<file path="src/rtl/full_adder_8bit.sv">
// Ripple-carry adder built from WIDTH full-adder cells, with combinational sum/carry outputs
// and a one-stage registered copy that also carries a two's-complement overflow flag.
module full_adder_8bit #(
   parameter int unsigned WIDTH = 8
) (
   input  logic             clk,
   input  logic             rst_n,
   input  logic [WIDTH-1:0] a,
   input  logic [WIDTH-1:0] b,
   input  logic             c_in,
   output logic [WIDTH-1:0] sum,
   output logic             c_out,
   output logic [WIDTH-1:0] sum_q,
   output logic             c_out_q,
   output logic             ovf_q
);

   logic [WIDTH:0]   carry;
   logic [WIDTH-1:0] sum_bits;
   logic             ovf;

   logic [WIDTH-1:0] sum_d;
   logic             c_out_d;
   logic             ovf_d;

   // Chain evaluated in one process so the carry vector is a single ordered ripple.
   always_comb begin
      carry    = '0;
      sum_bits = '0;
      carry[0] = c_in;
      for (int i = 0; i < WIDTH; i++) begin
         sum_bits[i]  = a[i] ^ b[i] ^ carry[i];
         carry[i + 1] = (a[i] & b[i]) | (carry[i] & (a[i] ^ b[i]));
      end
   end

   assign sum   = sum_bits;
   assign c_out = carry[WIDTH];

   // Carry into the MSB disagreeing with carry out of it means the signed result wrapped.
   assign ovf = carry[WIDTH] ^ carry[WIDTH-1];

   always_comb begin
      sum_d   = sum_bits;
      c_out_d = carry[WIDTH];
      ovf_d   = ovf;
   end

   always_ff @(posedge clk or negedge rst_n) begin
      if (!rst_n) begin
         sum_q   <= '0;
         c_out_q <= 1'b0;
         ovf_q   <= 1'b0;
      end else begin
         sum_q   <= sum_d;
         c_out_q <= c_out_d;
         ovf_q   <= ovf_d;
      end
   end

endmodule

</file>
<file path="config.mk">
export PLATFORM = sky130hd
export DESIGN_NAME = full_adder_8bit
export DESIGN_NICKNAME = d
export VERILOG_FILES = /design/src/rtl/full_adder_8bit.sv
export SDC_FILE = /design/constraint.sdc
export NUM_CORES = 1
export LEC_CHECK = 0
export CORE_UTILIZATION = 30
export DETAILED_ROUTE_END_ITERATION = 7
export HOLD_SLACK_MARGIN = 0.08
export PLACE_DENSITY = 0.76
export SYNTH_ARGS = -nofsm -noshare
export SYNTH_HDL_FRONTEND = slang
export SYNTH_SLANG_ARGS = --single-unit
</file>
<file path="constraint.sdc">
create_clock -name clk -period 4.6 [get_ports clk]
set_input_delay 0.46 -clock clk [delete_from_list [all_inputs] [get_ports clk]]
set_output_delay 0.46 -clock clk [all_outputs]
set_load 0.005 [all_outputs]
</file>
# == After elaboration in Yosys (flattened, before gate mapping) ==
# Cells that the tools add are included.
# classes
bitwise_logic,41
# ops
op,n
bitwise XOR 1 bit,17
AND 1 bit,16
bitwise OR 1 bit,8
# totals
ff_bits,10
inputBits,19
elab_cells,44

# == Depth between registers and ports, before layout ==
# Gate-level depths: netlist of run 1.
# depth
word_depth,18
mapped_depth,12

# == Least setup slack after synthesis of run 1 ==
# No wires, ideal clock.
# synth_timing
kind,input to output
from,input port a[0]
to,output port sum[7]
arrival_ns,3.566
path_slack_ns,0.574
cell_stages,12
n_path_buf,0
path_cell_list,fa_1 inv_1 fa_1 inv_1 fa_1 fa_1 fa_1 fa_1 fa_1 inv_1 fa_1 inv_1
# synth_between
elab_chain_len,16
word_cells_on_any_way,17
classes_between,bitwise (17)
# synth_rtl
element,line,text
start: declaration,8,"input logic [WIDTH-1:0] a,"
bitwise XOR 1 bit,33,carry[i + 1] = (a[i] & b[i]) | (carry[i] & (a[i] ^ b[i]));
AND 1 bit,33,
bitwise OR 1 bit *,33,
AND 1 bit *,33,
bitwise OR 1 bit *,33,
AND 1 bit *,33,
bitwise OR 1 bit *,33,
AND 1 bit *,33,
bitwise OR 1 bit *,33,
AND 1 bit *,33,
bitwise OR 1 bit *,33,
AND 1 bit *,33,
bitwise OR 1 bit *,33,
AND 1 bit *,33,
bitwise OR 1 bit *,33,
bitwise XOR 1 bit *,32,sum_bits[i] = a[i] ^ b[i] ^ carry[i];
end: declaration,11,"output logic [WIDTH-1:0] sum,"
# Mark *: on every way between the ends. The rest lies on a longest branch, timed or not.

# == Final worst setup path of run 1 ==
# Ends and elaborated chain as after synthesis.

==> flow_summary.yaml, run 1 <==
status:
  status: "completed"
floorplan:
  die_area_mm2: 0.00168
  die_y_um: 41.0
  coreArea_mm2: 0.00135
  fp.dieW_um: 41.0
  ios: 38
  rows: 13
  start_util_pct: 33.8
sta:
  hold_violations: 0
  setup_viol: 0
  period_share_pct: 96.8
  slew_headroom_pct: 70.5
  hold_ws_ps: 510
  slew_viol_final: 0
  layout_min_cycle_time_ps: 4450
  fin_ws_ps: 145
  worst_pin_slew_ps: 441
  fmax_ghz: 0.224
pwr:
  p_leak_nw: 0.424
  p_switching_uw: 70.3
  power_frac_seq_pct: 36.0
  switching_share_pct: 23.4
  p_clk_share_pct: 25.7
  cellPowerDensity_mw_per_mm2: 324
  irDropWorstVdd_v: 0.000165
  combinationalPowerShare_pct: 38.3
  intPower_uw: 230
clock_network:
  postCtsHoldBufs: 0
  root_buffer: "clkbuf_4"
  htreeDepth: 1
  numCtsBuffers: 3
  cts_setup_buffers: 0
  cts_buffer_depth: 2
  path_clk_slew_ps: 70
  cts_sinks: 10
  cts_tree: "built"
cells_and_area:
  final_nets: 101
  final_util_pct: 68.6
  insertedDiodeCount: 0
  fillCellCount: 92
  synthToLayoutAreaGrowth_pct: 103
  stdcell_count: 88
  drive_gt1_share_pct: 20.5
placed_design:
  place.gp.congestion: 0.725
  dp_slack_ps: -478
  io_buffer_count: 37
  placedCellCount: 84
  place.detailed.hpwl_um: 1000
setup_path:
  cp_max_fo: 2
  crit_type: "in -> out"
  cp-start-kind: "primary input"
  endpoint_kind: "primary output"
  crit_arrival_ps: 3990
  required_ps: 4140
run:
  cap_violations: 0
drt:
  routed_via_density: 4.13
  num_vias: 363
  routedWlPerCell_um: 13.2
  drt_iter0_markers: 1
  ant_nets: 0
  wl_um: 1160
  route.detailed.drc: 0
  first_pass_iters: 2
global_route:
  grt_pass1_vias: 335
  grt_max_degree: 11
  track_usage_pct: 15.3
  overflow: 0
  grt_pass1_wl_um: 1630
  antenna_found_initial: 0
logic_synthesis:
  yosys_warnings: 0
  ys_seq_elements: 10
  synth_cells: 29
  synth_cell_types: 4
  syn_area_um2: 457
  synthesis.nets: 56
  ys_seq_area_share_pct: 54.8
  avgSynthCellArea_um2: 15.7
worst_hold_path:
  hp-class: "in -> async"
area by class of cell:
class | instances | area, µm² | area share [%]
repair buffers | 40 | 397 | 42.8
inverters | 10 | 37.5 | 4.05
flip-flops and latches | 10 | 250 | 27.0
multi-input cells | 9 | 186 | 20.1
clock buffers | 4 | 36.3 | 3.92
well taps | 15 | 18.8 | 2.03
cell usage in the layout (no fill, tap or decap), types with 2 or more instances in the layout:
| cell type | n |
|---|---|
| clkbuf_4 | 3 |
| dfrtp_1 | 10 |
| inv_1 | 9 |
| dlymetal6s2s_1 | 2 |
| clkdlybuf4s50_1 | 33 |
| buf_4 | 3 |
| fa_2 | 7 |
power by group through the flow:
stage                     Combinational (mW)  Clock, mW  Sequential, mW
after global routing                   0.129     0.0815           0.110
after detailed placement               0.115          0           0.110
after floorplan                       0.0243          0           0.112
after global placement                 0.111          0           0.110
final                                  0.115     0.0771           0.108
after CTS                              0.115     0.0783           0.109
synthesized netlist by cell type (all sizes together):
master,number,area share (%)
dfrtp,10,55
fa,8,35
inv,10,8.2
xnor2,1,1.9
logic make-up (layout without fill, tap and decap cells):
family                     count (synthesis)  count (layout)  share of synthesized area (%)
xor gates and xnor gates                   1               1                           1.92
adders and majority gates                  8               8                           35.1
buffers and inverters                     10              54                           8.22
DFF                                       10              10                           54.8
flip-flops by register name, summed over array words and instances (netlist names):
signal   flops
sum_q        8
c_out_q      1
ovf_q        1
critical path: stages:
cell	delay [ps]
dlygate4sd2_1	250
fa_2	380
inv_2	60
fa_2	180
inv_1	60
fa_2	360
fa_2	370
fa_2	380
fa_2	370
fa_2	340
inv_1	70
fa_1	410
inv_1	90
clkdlybuf4s15_1	200
through the flow:
| step | power [mW] | TNS (ps) | area [µm²] |
|---|---|---|---|
| 2_1_floorplan | 0.136 | 0 | 457 |
| 3_3_place_gp | 0.221 | -538 | 868 |
| 3_5_place_dp | 0.225 | -678 | 868 |
| 4_1_cts | 0.302 | 0 | 917 |
| 5_1_grt | 0.320 | -13.3 | 926 |
| 6_report | 0.300 | 0 | 926 |
routing by layer:
| layer | up-vias | track usage (%) | wire length (µm) | share of wire, % |
|---|---|---|---|---|
| met2 | 23 | 24.2 | 531 | 46 |
| met3 | 0 | 3.80 | 139 | 12 |
| li1 | 164 | - | - | - |
| met5 | - | 0 | 0 | 0 |
| met1 | 176 | 21.4 | 493 | 42 |
| met4 | 0 | 2.50 | 0 | 0 |
worst paths after layout:
path	end	slack, ps	startpoint	cells past startpoint
worst max-delay path	sum[7]	150	a[0]	14
worst min-delay path	sum_q[0]	510	rst_n	1
max in group asynchronous	sum_q[3]	3790	rst_n	1
min in group clk	sum_q[0]	550	b[0]	2
what timing repair did:
action,in CTS,in global routing
endpoints found under the hold margin,0,0
gates cloned,0,0
pin swaps,0,5
endpoints found under the setup margin,3,2
resized for setup,9,4
Power figures use the tool's default switching activity.
==> run 2: changes to the inputs <==
- CORE_UTILIZATION: 30 -> 33
- MAX_ROUTING_LAYER: unset -> met4
- PLACE_DENSITY: 0.76 -> 0.82
- clock period: 4.6 -> 5.4 ns (I/O delays scaled with it)
==> run 2 against run 1 <==
Core utilization shrank 1.7 points. Combinational power is 18% lower. Critical path depth did not move. First-iteration DRC count fell by 100%. Non-clock buffer count fell by 3. Flip-flop and latch count is the same. Sequential share of layout area grew 1.7 points. Count of clock-buffer cells in the layout shrank 1. Power decreased by 23%. Via count shrank 12%. Largest cell class unchanged.
==> flow_summary.yaml, run 2 (synthesis results as in run 1) <==
status:
  status: "completed"
global_route:
  overflow: 0
  grt_pass1_vias: 281
  antenna_found_initial: 0
  grt_pass1_wl_um: 1320
  grt_max_degree: 11
  track_usage_pct: 14.8
setup_path:
  endpoint_kind: "primary output"
  crit_arrival_ps: 4640
  worstSetupEndpoint: "sum[7]"
  path_cells: "clkdlybuf4s50_1 > fa_1 > inv_1 > fa_1 > inv_1 > fa_1 > fa_1 > fa_1 > fa_1 > fa_2 > inv_1 > fa_1 > inv_1 > clkdlybuf4s50_1"
  cp_slowest_cell: "clkdlybuf4s50_1"
  crit_start: "a[0]"
  cp_max_fo: 2
  max_stage_delay_ps: 500
  crit_top_cell: "fa_1"
  required_ps: 4860
  cp-start-kind: "primary input"
  crit_type: "in -> out"
clock_network:
  cts_sinks: 10
  root_buffer: "clkbuf_4"
  cts_setup_buffers: 0
  htreeDepth: 1
  numCtsBuffers: 3
  ctsResizeCount: 0
  cts_tree: "built"
  postCtsHoldBufs: 0
  path_clk_slew_ps: 50
  cts_buffer_depth: 2
drt:
  num_vias: 318
  route.detailed.drc: 0
  routedWlPerCell_um: 11.1
  ant_nets: 0
  drt_iter0_markers: 0
  wl_um: 935
  routed_via_density: 3.79
  first_pass_iters: 1
cells_and_area:
  final_cell_mix: "clkdlybuf4s50_1, inv_1, dfrtp_1"
  fin_area_um2: 871
  final_common_cell: "clkdlybuf4s50_1"
  seq_area_um2: 250
  final_nets: 98
  largest-register: "sum_q"
  stdcell_count: 84
  multi_input_area_um2: 171
  insertedDiodeCount: 0
  fillCellCount: 122
  final_util_pct: 66.9
  drive_gt1_share_pct: 5.80
  largest_reg_flops: 8
  reg.largest.list: "sum_q: 8 flops, c_out_q: 1 flops, ovf_q: 1 flops"
  synthToLayoutAreaGrowth_pct: 90.7
pwr:
  cellPowerDensity_mw_per_mm2: 264
  p_leak_nw: 0.388
  irDropWorstVdd_v: 0.000147
sta:
  fmax_ghz: 0.193
  fin_setup_tns_ps: 0
  rsz0062_at_grt: "no"
  slew_headroom_pct: 74.0
  setup_viol: 0
  fin_ws_ps: 221
  period_share_pct: 95.9
  layout_min_cycle_time_ps: 5180
  worst_pin_slew_ps: 389
  hold_violations: 0
  slew_viol_final: 0
placed_design:
  placedCellCount: 81
  place.detailed.hpwl_um: 873
  post_dp_cell_area_um2: 846
  place.gp.congestion: 0.651
  dp_slack_ps: 140
  io_buffer_count: 37
floorplan:
  coreArea_mm2: 0.00130
  rows: 13
  start_util_pct: 35.1
  ios: 38
  fp.dieW_um: 39.2
  die_area_mm2: 0.00154
  die_y_um: 39.2
run:
  cap_violations: 0
worst_hold_path:
  hp-class: "in -> async"
run 2: cell types whose count changed in the layout (fill, tap and decap cells not counted):
| cell | change |
|---|---|
| buf_4 | -3 |
| fa_2 | -6 |
| inv_1 | +1 |
| fa_1 | +6 |
| inv_2 | -1 |
| dlygate4sd2_1 | -1 |
| clkbuf_8 | -1 |
| clkdlybuf4s50_1 | +4 |
| clkdlybuf4s15_1 | -1 |
| dlymetal6s2s_1 | -2 |
run 2: power by group:
part / internal, mW / switching [mW] / total [mW]
logic: 0.0641 / 0.0300 / 0.0941
clock network: 0.0253 / 0.0185 / 0.0438
registers: 0.0885 / 0.00329 / 0.0918
total: 0.178 / 0.0519 / 0.230
run 2: cell type report:
class                      count  area share [%]
clock buffer                   3            2.59
timing repair buffer          37            42.5
tap                           15            2.16
sequential                    10            28.7
multi-input combinational      9            19.7
inverter                      10            4.31
run 2: worst max-delay path, delay by kind of cell:
kind,cells,cell delay [ps]
adder cells (fa/ha/maj),8,2900
buffers and inverters,6,1190
run 2: worst min path at each step:
stage               startpoint       end  slack (ps)  cells past startpoint
detailed placement       rst_n  sum_q[0]         860                      1
global route             rst_n   c_out_q         600                      1
floorplan                rst_n   c_out_q         240                      0
global placement         rst_n  sum_q[0]         850                      1
finish                   rst_n  sum_q[2]         580                      1
CTS                      rst_n  sum_q[3]         590                      1
run 2: per-layer routing:
metal  vias up  track usage [%]  wire length (µm)
met5         -                -                 0
met3         0             1.73                35
met1       146             16.9               330
li1        158                -                 -
met4         0             10.3                 0
met2        14             24.2               570
run 2: metrics by stage:
step	hold slack, ps	total power [mW]
after floorplan	244	0.116
after global placement	851	0.185
after detailed placement	860	0.189
after CTS	593	0.233
after global routing	603	0.250
final	583	0.230
==> run 3: changes to the inputs <==
- CTS_CLUSTER_SIZE: unset -> 10
==> results of run 3 <==
Same layout as run 2: the final DEF is identical, and so are final timing and power.
